`config.mk`:
```
export PLATFORM = sky130hd
export DESIGN_NAME = pitch_tracker
export DESIGN_NICKNAME = d
export VERILOG_FILES = /design/src/rtl/pitch_tracker_pkg.sv /design/src/rtl/pitch_tracker_bin_to_hz.sv /design/src/rtl/pitch_tracker.sv
export SDC_FILE = /design/constraint.sdc
export NUM_CORES = 1
export LEC_CHECK = 0
export BUFFER_PORTS_ARGS = -buffer_cell sky130_fd_sc_hd__buf_2
export CAP_MARGIN = 5
export CORE_UTILIZATION = 48
export DETAILED_ROUTE_END_ITERATION = 12
export GPL_TIMING_DRIVEN = 0
export HOLD_SLACK_MARGIN = 0.08
export PLACE_DENSITY_LB_ADDON = 0.08
export SETUP_SLACK_MARGIN = 0.5
export SYNTH_ARGS = -nofsm -noshare
export SYNTH_HDL_FRONTEND = slang
export SYNTH_SLANG_ARGS = --single-unit
```
`constraint.sdc`:
```
create_clock -name clk -period 6.2 [get_ports clk]
set_input_delay 0 -clock clk [delete_from_list [all_inputs] [get_ports clk]]
set_output_delay 0 -clock clk [all_outputs]
set_load 0.03 [all_outputs]
```
`src/rtl/pitch_tracker_pkg.sv`:
```
// Shared types and constants for the microphone pitch-detect chain.
package pitch_pkg;

   typedef enum logic [1:0] {
      IDLE      = 2'd0,
      CANDIDATE = 2'd1,
      LOCKED    = 2'd2
   } tracker_state_t;

   localparam int DEF_NSAMPLES = 256;
   localparam int DEF_FS_HZ    = 48000;

   // Width of k*FS_HZ, so the bin-to-Hz product never loses high bits before the shift.
   function automatic int hz_prod_width(input int nbits, input int fs_hz);
      return nbits + $clog2(fs_hz + 1);
   endfunction

endpackage

```
`src/rtl/pitch_tracker_bin_to_hz.sv`:
```
// Registered bin-index to Hz conversion: hz = (k*FS_HZ) >> NBits.
module bin_to_hz
   import pitch_pkg::*;
#(
   parameter int NBits = 8,
   parameter int FS_HZ = DEF_FS_HZ,
   parameter int FW    = 15
) (
   input  logic             clk,
   input  logic             reset,
   input  logic             load,
   input  logic             clear,
   input  logic [NBits-1:0] k,
   output logic [FW-1:0]    hz
);

   localparam int PW = hz_prod_width(NBits, FS_HZ);

   logic [PW-1:0] prod_s;
   logic [PW-1:0] shifted_s;
   logic [FW-1:0] hz_d;
   logic [FW-1:0] hz_q;

   // Multiply, scale down by the FFT length, and pick load/clear/hold.
   always_comb begin
      prod_s    = PW'(k) * PW'(FS_HZ);
      shifted_s = prod_s >> NBits;
      hz_d      = hz_q;
      if (load) begin
         hz_d = FW'(shifted_s);
      end else if (clear) begin
         hz_d = {FW{1'b0}};
      end else begin
         hz_d = hz_q;
      end
   end

   // Output frequency register.
   always_ff @(posedge clk or negedge reset) begin
      if (!reset) begin
         hz_q <= {FW{1'b0}};
      end else begin
         hz_q <= hz_d;
      end
   end

   assign hz = hz_q;

endmodule

```
`src/rtl/pitch_tracker.sv`:
```
// Frame-by-frame pitch tracker: voicing gate, lock/track/release FSM, and
// a registered output stage that publishes pitch_k/pitch_hz two cycles after a frame.
module pitch_tracker
   import pitch_pkg::*;
#(
   parameter int NSamples       = DEF_NSAMPLES,
   parameter int W              = 33,
   parameter int NBits          = $clog2(NSamples),
   parameter int FS_HZ          = DEF_FS_HZ,
   parameter int FW             = $clog2(FS_HZ / 2 + 1),
   parameter int MAG_THRESH     = 1000,
   parameter int MIN_K          = 1,
   parameter int LOCK_FRAMES    = 3,
   parameter int TOL_BINS       = 1,
   parameter int RELEASE_FRAMES = 4
) (
   input  logic             clk,
   input  logic             reset,
   input  logic [W-1:0]     peak,
   input  logic [NBits-1:0] peak_k,
   input  logic             peak_valid,
   output logic [NBits-1:0] pitch_k,
   output logic [FW-1:0]    pitch_hz,
   output logic             pitch_valid,
   output logic             pitch_update,
   output logic             pitch_lost
);

   tracker_state_t   state_q, state_d;
   logic [NBits-1:0] cand_k_q, cand_k_d;
   logic [NBits-1:0] track_k_q, track_k_d;
   logic [3:0]       match_cnt_q, match_cnt_d;
   logic [3:0]       miss_cnt_q, miss_cnt_d;
   logic             upd_req_q, upd_req_d;
   logic             lost_req_q, lost_req_d;

   logic [NBits-1:0] pitch_k_q, pitch_k_d;
   logic             pitch_valid_q, pitch_valid_d;
   logic             pitch_update_q, pitch_update_d;
   logic             pitch_lost_q, pitch_lost_d;

   logic             voiced_s;
   logic             match_s;
   logic [NBits-1:0] ref_k_s;
   logic [NBits-1:0] diff_s;
   logic [3:0]       match_inc_s;
   logic [3:0]       miss_inc_s;

   // Voicing gate and wrap-free distance to the current reference bin.
   always_comb begin
      voiced_s    = (peak >= W'(MAG_THRESH)) && (peak_k >= NBits'(MIN_K)) && (peak_k != {NBits{1'b0}});
      ref_k_s     = (state_q == LOCKED) ? track_k_q : cand_k_q;
      diff_s      = (peak_k >= ref_k_s) ? (peak_k - ref_k_s) : (ref_k_s - peak_k);
      match_s     = voiced_s && (diff_s <= NBits'(TOL_BINS));
      match_inc_s = match_cnt_q + 4'd1;
      miss_inc_s  = miss_cnt_q + 4'd1;
   end

   // Stage 1 next-state: only a peak_valid cycle may move the tracker.
   always_comb begin
      state_d     = state_q;
      cand_k_d    = cand_k_q;
      track_k_d   = track_k_q;
      match_cnt_d = match_cnt_q;
      miss_cnt_d  = miss_cnt_q;
      upd_req_d   = 1'b0;
      lost_req_d  = 1'b0;
      if (peak_valid) begin
         case (state_q)
            IDLE: begin
               if (voiced_s) begin
                  cand_k_d    = peak_k;
                  match_cnt_d = 4'd1;
                  if (LOCK_FRAMES == 1) begin
                     state_d    = LOCKED;
                     track_k_d  = peak_k;
                     miss_cnt_d = 4'd0;
                     upd_req_d  = 1'b1;
                  end else begin
                     state_d = CANDIDATE;
                  end
               end else begin
                  state_d = IDLE;
               end
            end
            CANDIDATE: begin
               if (match_s) begin
                  cand_k_d    = peak_k;
                  match_cnt_d = match_inc_s;
                  if (match_inc_s == 4'(LOCK_FRAMES)) begin
                     state_d    = LOCKED;
                     track_k_d  = peak_k;
                     miss_cnt_d = 4'd0;
                     upd_req_d  = 1'b1;
                  end else begin
                     state_d = CANDIDATE;
                  end
               end else if (voiced_s) begin
                  cand_k_d    = peak_k;
                  match_cnt_d = 4'd1;
               end else begin
                  state_d     = IDLE;
                  match_cnt_d = 4'd0;
               end
            end
            LOCKED: begin
               if (match_s) begin
                  track_k_d  = peak_k;
                  miss_cnt_d = 4'd0;
                  upd_req_d  = 1'b1;
               end else if (miss_inc_s == 4'(RELEASE_FRAMES)) begin
                  state_d     = IDLE;
                  match_cnt_d = 4'd0;
                  miss_cnt_d  = 4'd0;
                  lost_req_d  = 1'b1;
               end else begin
                  miss_cnt_d = miss_inc_s;
               end
            end
            default: begin
               state_d     = IDLE;
               match_cnt_d = 4'd0;
               miss_cnt_d  = 4'd0;
            end
         endcase
      end else begin
         state_d = state_q;
      end
   end

   // Stage 2 next-state: publish or clear the pitch one cycle after the request.
   always_comb begin
      pitch_k_d      = pitch_k_q;
      pitch_valid_d  = pitch_valid_q;
      pitch_update_d = 1'b0;
      pitch_lost_d   = 1'b0;
      if (upd_req_q) begin
         pitch_k_d      = track_k_q;
         pitch_valid_d  = 1'b1;
         pitch_update_d = 1'b1;
      end else if (lost_req_q) begin
         pitch_k_d     = {NBits{1'b0}};
         pitch_valid_d = 1'b0;
         pitch_lost_d  = 1'b1;
      end else begin
         pitch_k_d = pitch_k_q;
      end
   end

   // Tracker and output registers.
   always_ff @(posedge clk or negedge reset) begin
      if (!reset) begin
         state_q        <= IDLE;
         cand_k_q       <= {NBits{1'b0}};
         track_k_q      <= {NBits{1'b0}};
         match_cnt_q    <= 4'd0;
         miss_cnt_q     <= 4'd0;
         upd_req_q      <= 1'b0;
         lost_req_q     <= 1'b0;
         pitch_k_q      <= {NBits{1'b0}};
         pitch_valid_q  <= 1'b0;
         pitch_update_q <= 1'b0;
         pitch_lost_q   <= 1'b0;
      end else begin
         state_q        <= state_d;
         cand_k_q       <= cand_k_d;
         track_k_q      <= track_k_d;
         match_cnt_q    <= match_cnt_d;
         miss_cnt_q     <= miss_cnt_d;
         upd_req_q      <= upd_req_d;
         lost_req_q     <= lost_req_d;
         pitch_k_q      <= pitch_k_d;
         pitch_valid_q  <= pitch_valid_d;
         pitch_update_q <= pitch_update_d;
         pitch_lost_q   <= pitch_lost_d;
      end
   end

   bin_to_hz #(
      .NBits (NBits),
      .FS_HZ (FS_HZ),
      .FW    (FW)
   ) u_bin_to_hz (
      .clk   (clk),
      .reset (reset),
      .load  (upd_req_q),
      .clear (lost_req_q),
      .k     (track_k_q),
      .hz    (pitch_hz)
   );

   assign pitch_k      = pitch_k_q;
   assign pitch_valid  = pitch_valid_q;
   assign pitch_update = pitch_update_q;
   assign pitch_lost   = pitch_lost_q;

endmodule
```
==> reports/qor.yml, run 1 <==
drt:
  first_pass_iters: 4
  via_count: 3790
  viasPerCell: 5.38
  wl_per_cell_um: 14.8
  drc_errors: 0
  drt-initial-drc-count: 144
  routed_wl_um: 10400
  ant_nets: 0
floorplan:
  boundaryPins: 70
  die-width_um: 102
  initial_core_util_pct: 49.2
  die_h_um: 102
  rows: 36
  dieArea_um2: 10400
  core_area_um2: 9730
global_route:
  grt_usage_pct: 21.5
  met3_usage_pct: 2.94
  grt_pass1_vias: 3702
  gr-usage-met2_pct: 39.7
  antenna_found_initial: 0
  grt_busiest_layer: "met2"
  grt-ovfl-total: 0
  grt_max_degree: 55
  grt_pass1_wl_um: 17300
  use_met1_pct: 26.8
logic_synthesis:
  ys_seq_area_share_pct: 28.3
  synthArstFlopShare_pct: 100
  ys_seq_elements: 54
  yosys_warnings: 0
  ys.flop_type: "dfrtp_1"
  synth_edf_count: 0
  netlist_area_um2: 4780
  yosysUniqueCellTypes: 59
  synth_fp_nets: 619
  syn_inst: 488
  syn_area_per_cell_um2: 9.80
timing:
  finalCritPeriodShare_pct: 73.8
  maxSlewViolCount: 0
  tightest_slew_ns: 0.634
  fin_worst_skew_ns: 0.0132
  finalSetupViolCount: 0
  hold_violations: 0
  setup_tns_ns: 0
  rsz0062_at_grt: "no"
  worst_slack_ns: 1.63
  min_period_ns: 4.57
  slew_headroom_pct: 57.7
  fmax_ghz: 0.219
layout:
  drive_gt1_share_pct: 17.8
  utilization_pct: 56.4
  multi_input_area_um2: 3080
  seqCellArea_um2: 1350
  layout_commonest_cell: "inv_1"
  fin_cells: 705
  fillers: 911
  fin_nets: 702
  most-common-layout-cells: "inv_1 (77), buf_2 (68), ha_1 (61), dfrtp_1 (54)"
  antenna_cells: 0
  area_delta_synth_final_pct: 14.7
placed_design:
  gp_congestion: 0.885
  io_buffer_count: 66
  place_inst: 687
  post-place-ws_ns: 1.64
  dp_hpwl_um: 8550
setup_path:
  ff2ff_path_depth: 14
  end_kind: "flop"
  crit_chain: "inv_1 > ha_1 > clkbuf_1 > mux2_2 > ha_1 > fa_1 > nand2b_1 > a211oi_1 > o21a_1 > nor3_1 > o2111a_1 > o31ai_1 > o211a_1 > mux2_4"
  crit_type: "flop to flop"
  cpLargestDelayFamily: "compound AO/OA/AOI/OAI gates"
  max_stage_delay_ns: 0.50
  worstPathMaxFanout: 10
  crit_buf_inv: 2
  arrival_ns: 4.79
  start_kind: "flop"
  path_depth: 14
  worstPathRequired_ns: 6.42
  crit_top_cell: "ha_1"
  cp_slowest_cell: "o31ai_1"
min_path:
  hold_path_class: "input port to asynchronous set/reset pin"
run_status:
  status: "completed"
flow_run:
  drv_cap: 0
clocking:
  htree_levels: 2
  cts_made_buffers: 5
  cts_buffer_depth: 2
  cts_root_buffer: "clkbuf_8"
  path_clk_slew_ns: 0.11
  clock-sinks: 54
  cts_tree: "yes"
  worstSkewPairLatency_ns: 0.32
## final timing paths
path	startpoint	endpoint	slack (ns)
max in group asynchronous	reset	track_k_q[3]$_DFFE_PN0P_	5.60
min in group clk	peak_k[1]	track_k_q[1]$_DFFE_PN0P_	0.15
worst min register to register	upd_req_q$_DFF_PN0_	pitch_update$_DFF_PN0_	0.40
worst max register to register	state_q[0]$_DFFE_PN0P_	state_q[0]$_DFFE_PN0P_	1.63
worst max-delay path	state_q[0]$_DFFE_PN0P_	state_q[0]$_DFFE_PN0P_	1.63
worst min-delay path	reset	u_bin_to_hz.hz[12]$_DFFE_PN0P_	0.09
## layer usage
metal / vias up / routed length [µm]
met2: 92 / 5320
li1: 1882 / -
met5: - / 0
met3: 10 / 325
met4: 0 / 125
met1: 1806 / 4660
## cell usage after synthesis, types with 5 or more instances
master	count	area share [%]
nand2_1	25	2.0
nand4_1	6	0.79
nand2b_1	5	0.65
inv_1	77	6.0
o21a_1	5	0.79
a22o_1	26	4.8
mux2i_1	7	1.5
o21ai_0	22	2.3
xnor2_1	12	2.2
ha_1	61	16
nor4_1	9	1.2
a21oi_1	20	2.1
fa_1	26	11
a21o_1	6	0.94
nor2_1	17	1.3
nor3_1	12	1.3
clkbuf_1	7	0.55
dfrtp_1	54	28
or3_1	5	0.65
xor2_1	5	0.92
mux2_2	10	2.4
## stage by stage
stage	hold WS (ns)	area, µm²
floorplan	-0.296	4780
global placement	0.308	5280
detailed placement	0.314	5280
CTS	0.128	5470
global route	0.135	5490
finish	0.0885	5490
## cells by family after synthesis
kind of cell | Yosys count | synth area share (%)
compound gates | 112 | 16.8
simple gates | 109 | 12.7
buf+inv | 88 | 7.27
fa+ha+maj | 87 | 26.8
flops | 54 | 28.3
mux | 21 | 5.08
xor+xnor | 17 | 3.11
## timing repair
item                                   CTS  global route
gates resized for setup                  0             0
hold buffers                             9             0
endpoints found under the hold margin   70             0
setup buffers                            0             0
## final cells by class
type / instances / area share [%]
repair buffers: 76 / 8.03
well taps: 133 / 3.03
multi-input cells: 346 / 56.2
clock inverters: 3 / 0.525
flip-flops and latches: 54 / 24.6
clock buffers: 5 / 1.25
inverters: 77 / 5.27
plain buffers: 11 / 1.07
Power of run 1 is not shown: default switching activity piles up to over one toggle a cycle in this logic, so the estimate is an artifact.
==> run 2, diff against run 1 <==
- clock period: 6.2 -> 4.7 ns (I/O delays scaled with it)
==> reports/qor.yml, run 2 (same netlist as run 1, synthesis figures left out) <==
drt:
  routed_wl_um: 11000
  wl_per_cell_um: 15.3
  drt-initial-drc-count: 145
  viasPerCell: 5.42
  ant_nets: 0
  via_count: 3899
  first_pass_iters: 4
  drc_errors: 0
timing:
  fin_worst_skew_ns: 0.0131
  setup_tns_ns: 0
  maxSlewViolCount: 0
  tightest_slew_ns: 0.620
  fmax_ghz: 0.245
  rsz0062_at_grt: "yes"
  hold_violations: 0
  finalCritPeriodShare_pct: 87.0
  min_period_ns: 4.09
  finalSetupViolCount: 0
  slew_headroom_pct: 58.7
placed_design:
  gp_congestion: 0.885
  dp_hpwl_um: 8550
  io_buffer_count: 66
run_status:
  status: "completed"
global_route:
  grt_max_degree: 55
  grt_pass1_wl_um: 17600
  grt-ovfl-total: 0
  grt_pass1_vias: 3778
  grt_usage_pct: 21.9
  antenna_found_initial: 0
floorplan:
  rows: 36
  die-width_um: 102
  dieArea_um2: 10400
  boundaryPins: 70
  core_area_um2: 9730
  initial_core_util_pct: 49.2
  die_h_um: 102
setup_path:
  crit_start: "track_k_q[4]$_DFFE_PN0P_"
  start_kind: "flop"
  end_kind: "flop"
  arrival_ns: 4.30
  worstPathMaxFanout: 6
  crit-reg2reg-launch: "track_k_q[4]$_DFFE_PN0P_"
  crit_type: "flop to flop"
  worstPathRequired_ns: 4.91
flow_run:
  drv_cap: 0
layout:
  fillers: 869
  most-common-layout-cells: "inv_1 (74), buf_2 (68), ha_1 (53), dfrtp_1 (48), a22o_1 (26)"
  antenna_cells: 0
  area_delta_synth_final_pct: 20.6
  fin_nets: 717
  layout_commonest_cell: "inv_1"
  drive_gt1_share_pct: 24.7
clocking:
  worstSkewPairLatency_ns: 0.32
  cts_made_buffers: 5
  clock-sinks: 54
  path_clk_slew_ns: 0.11
  htree_levels: 2
  cts_root_buffer: "clkbuf_8"
  cts_buffer_depth: 2
  cts_tree: "yes"
min_path:
  hold_path_class: "input port to asynchronous set/reset pin"
==> run 2: cell types whose count changed in the layout (fill, tap and decap cells not counted), moves of 2 or more <==
cell / before / now
buf_4: 0 / 14
ha_1: 61 / 53
ha_4: 0 / 7
dfrtp_1: 54 / 48
dfrtp_2: 0 / 6
inv_1: 77 / 74
inv_2: 0 / 3
buf_6: 2 / 4
o21ai_0: 22 / 20
o31ai_1: 4 / 2
o31ai_2: 0 / 2
==> run 2: final timing paths <==
| check | to | slack [ns] | cells past startpoint |
|---|---|---|---|
| worst min-delay path | u_bin_to_hz.hz[12]$_DFFE_PN0P_ | 0.09 | 2 |
| max in group asynchronous | track_k_q[3]$_DFFE_PN0P_ | 4.08 | 3 |
| worst max-delay path | u_bin_to_hz.hz[11]$_DFFE_PN0P_ | 0.61 | 12 |
| min in group clk | track_k_q[1]$_DFFE_PN0P_ | 0.16 | 3 |
| worst max register to register | u_bin_to_hz.hz[11]$_DFFE_PN0P_ | 0.61 | 12 |
| worst min register to register | pitch_update$_DFF_PN0_ | 0.40 | 0 |
==> run 2: routing by layer <==
layer / global-route usage [%] / share of wire (%) / vias to the layer above
li1: - / - / 1910
met1: 27.0 / 44 / 1875
met2: 39.8 / 52 / 103
met3: 2.80 / 3.0 / 11
met4: 6.70 / 1.6 / 0
met5: 0 / 0 / -
==> run 2: per-stage QoR <==
step / area (µm²) / hold WS [ns] / worst slack [ns] / cells / utilization [%]
after global placement: 5280 / 0.308 / 0.0955 / 687 / 54.3
after floorplan: 4780 / -0.296 / 0.509 / 488 / -
after global routing: 5770 / 0.134 / 0.461 / 720 / 59.3
after detailed placement: 5280 / 0.314 / 0.139 / 687 / 54.3
after CTS: 5600 / 0.128 / 0.510 / 715 / 57.5
final: 5770 / 0.0893 / 0.611 / 720 / 59.3
==> run 2: repair_timing <==
action | 4_1_cts | 5_1_grt
hold buffers | 9 | 0
endpoints found under the hold margin | 70 | 0
cloned | 0 | 0
buffers inserted | 11 | 4
gates resized for setup | 17 | 21
pin swaps | 6 | 11
endpoints found under the setup margin | 23 | 21
==> run 2: worst max-delay path: stages, from the launching register on <==
cell and delay [ns]:
dfrtp_2 0.46, fa_1 0.54, fa_1 0.50, inv_1 0.05
fa_1 0.50, fa_1 0.54, inv_1 0.06, ha_4 0.19
or3_4 0.38, o21ai_2 0.09, o31ai_2 0.10, or3_1 0.31
a32o_1 0.26
==> run 2: area by class of cell <==
type	count	area (µm²)	area share [%]
Multi-Input combinational cell	346	3230	56.0
Sequential cell	54	1360	23.6
Timing Repair Buffer	91	557	9.66
Inverter	77	289	5.01
Tap cell	133	166	2.89
Clock buffer	5	68.8	1.19
Buffer	11	66.3	1.15
Clock inverter	3	28.8	0.499
Power of run 2 is left out for the same reason.
==> run 3, diff against run 2 <==
- SYNTH_HIERARCHICAL: unset -> 1
==> reports/qor.yml, run 3 <==
logic_synthesis:
  netlist_area_um2: 4960
  synth-adder-area-share_pct: 25.6
  synth_largest_area_cell: "dfrtp_1"
  ys_seq_area_share_pct: 27.3
  yosys.area_share.simple_pct: 14.2
  ys.flop_type: "dfrtp_1"
  yosysTopAreaCellShare_pct: 27.3
  synthTopCellsByArea: "dfrtp_1 (27%), ha_1 (15%), fa_1 (10%), inv_1 (5.6%), a22o_1 (3.0%)"
  yosysMostFrequentCell: "inv_1"
  synthXorXnorAreaFrac_pct: 2.30
  yosysUniqueCellTypes: 64
  synth_fp_nets: 643
  ys_seq_elements: 54
  syn_area_per_cell_um2: 9.66
  yosys_warnings: 6
  synth_top_family_by_area: "adder cells"
  synthArstFlopShare_pct: 100
  synth_edf_count: 0
  ys_top_cells_by_count: "inv_1 (74), ha_1 (60), dfrtp_1 (54)"
  synthMuxAreaShare_pct: 5.45
  synth_compound_area_share_pct: 17.9
  syn_inst: 513
floorplan:
  dieArea_um2: 10700
  die-width_um: 104
  boundaryPins: 70
  initial_core_util_pct: 50.0
  core_area_um2: 9910
  rows: 36
  die_h_um: 104
clocking:
  clock-sinks: 54
  cts_buffer_depth: 2
  cts_tree: "yes"
  worstSkewPairLatency_ns: 0.32
  cts_made_buffers: 5
  htree_levels: 2
  path_clk_slew_ns: 0.12
  cts_root_buffer: "clkbuf_8"
setup_path:
  end_kind: "flop"
  max_stage_delay_ns: 0.58
  worstPathRequired_ns: 4.97
  arrival_ns: 4.31
  crit_top_cell: "fa_1"
  crit_type: "flop to flop"
  cpLargestDelayFamily: "adder cells"
  worstPathMaxFanout: 6
  cp_slowest_cell: "fa_1"
  crit_chain: "inv_1 > fa_1 > fa_1 > fa_1 > fa_1 > inv_1 > ha_1 > a21oi_2 > o211ai_2 > buf_4 > a211o_1 > nand3_1"
  ff2ff_path_depth: 12
  ff2ff_setup_slack_ns: 0.66
  path_depth: 12
  crit_buf_inv: 3
  start_kind: "flop"
layout:
  fin_nets: 741
  antenna_cells: 0
  layout_commonest_cell: "inv_1"
  area_delta_synth_final_pct: 17.2
  seqCellArea_um2: 1360
  utilization_pct: 58.6
  fillers: 926
  most-common-layout-cells: "inv_1 (74), buf_2 (67), ha_1 (59), dfrtp_1 (48), nand2_1 (34)"
  multi_input_area_um2: 3260
  drive_gt1_share_pct: 22.9
min_path:
  hold_path_class: "input port to asynchronous set/reset pin"
drt:
  wl_per_cell_um: 15.6
  via_count: 4130
  drc_errors: 0
  routed_wl_um: 11600
  first_pass_iters: 4
  ant_nets: 0
  drt-initial-drc-count: 143
  viasPerCell: 5.55
timing:
  finalCritPeriodShare_pct: 86.0
  whs_ns: 0.253
  hold_violations: 0
  tightest_slew_ns: 0.712
  setup_tns_ns: 0
  maxSlewViolCount: 0
  min_period_ns: 4.04
  rsz0062_at_grt: "yes"
  finalSetupViolCount: 0
  slew_headroom_pct: 52.6
  fmax_ghz: 0.247
  fin_worst_skew_ns: 0.0273
run_status:
  status: "completed"
global_route:
  grt_pass1_wl_um: 19800
  grt_max_degree: 55
  antenna_found_initial: 0
  grt-ovfl-total: 0
  grt_usage_pct: 22.7
  grt_pass1_vias: 4277
placed_design:
  io_buffer_count: 66
  dp_hpwl_um: 9190
  gp_congestion: 0.829
flow_run:
  drv_cap: 0
## run 3: stage by stage
stage / cell area (µm²) / worst slack [ns] / instances
final: 5810 / 0.658 / 744
after global routing: 5810 / 0.462 / 744
after CTS: 5690 / 0.518 / 731
after detailed placement: 5450 / 0.143 / 712
after global placement: 5450 / 0.159 / 712
after floorplan: 4960 / 0.740 / 513
## run 3: metal layers
metal  routed length [µm]  track usage, %
met1                 4990            26.8
met2                 6100            43.3
met3                  360            2.58
met4                  158            6.00
met5                    0               0
## run 3: repair_timing
action	4_1_cts	5_1_grt
gates resized for setup	6	9
hold buffers	10	0
pin swaps	2	4
endpoints found under the hold margin	71	0
buffers inserted	2	13
setup endpoints to repair	18	16
## run 3: logic make-up (layout without fill, tap and decap cells)
group                      Yosys count  count (layout)
and+or+nand+nor                    129             129
xor gates and xnor gates            13              13
DFF                                 54              54
buffers and inverters               87             185
muxes                               22              22
adders and majority gates           86              86
AOI/OAI and AO/OA                  122             122
## run 3: cell type report
cell class | count | share of cell area (%)
well taps | 133 | 2.86
plain buffers | 13 | 1.53
clock buffers | 5 | 1.18
repair buffers | 91 | 9.39
clock inverters | 2 | 0.668
multi-input cells | 372 | 56.2
inverters | 74 | 4.78
flip-flops and latches | 54 | 23.4
## run 3: final timing paths
| kind | startpoint | to |
|---|---|---|
| max | track_k_q[6]$_DFFE_PN0P_ | u_bin_to_hz/hz[13]$_DFFE_PN0P_ |
| min | reset | u_bin_to_hz/hz[0]$_DFFE_PN0P_ |
| max reg2reg | track_k_q[6]$_DFFE_PN0P_ | u_bin_to_hz/hz[13]$_DFFE_PN0P_ |
| min reg2reg | flop | flop |
| max in group asynchronous | reset | track_k_q[3]$_DFFE_PN0P_ |
| min in group clk | flop | flop |
Power of run 3 is left out for the same reason.
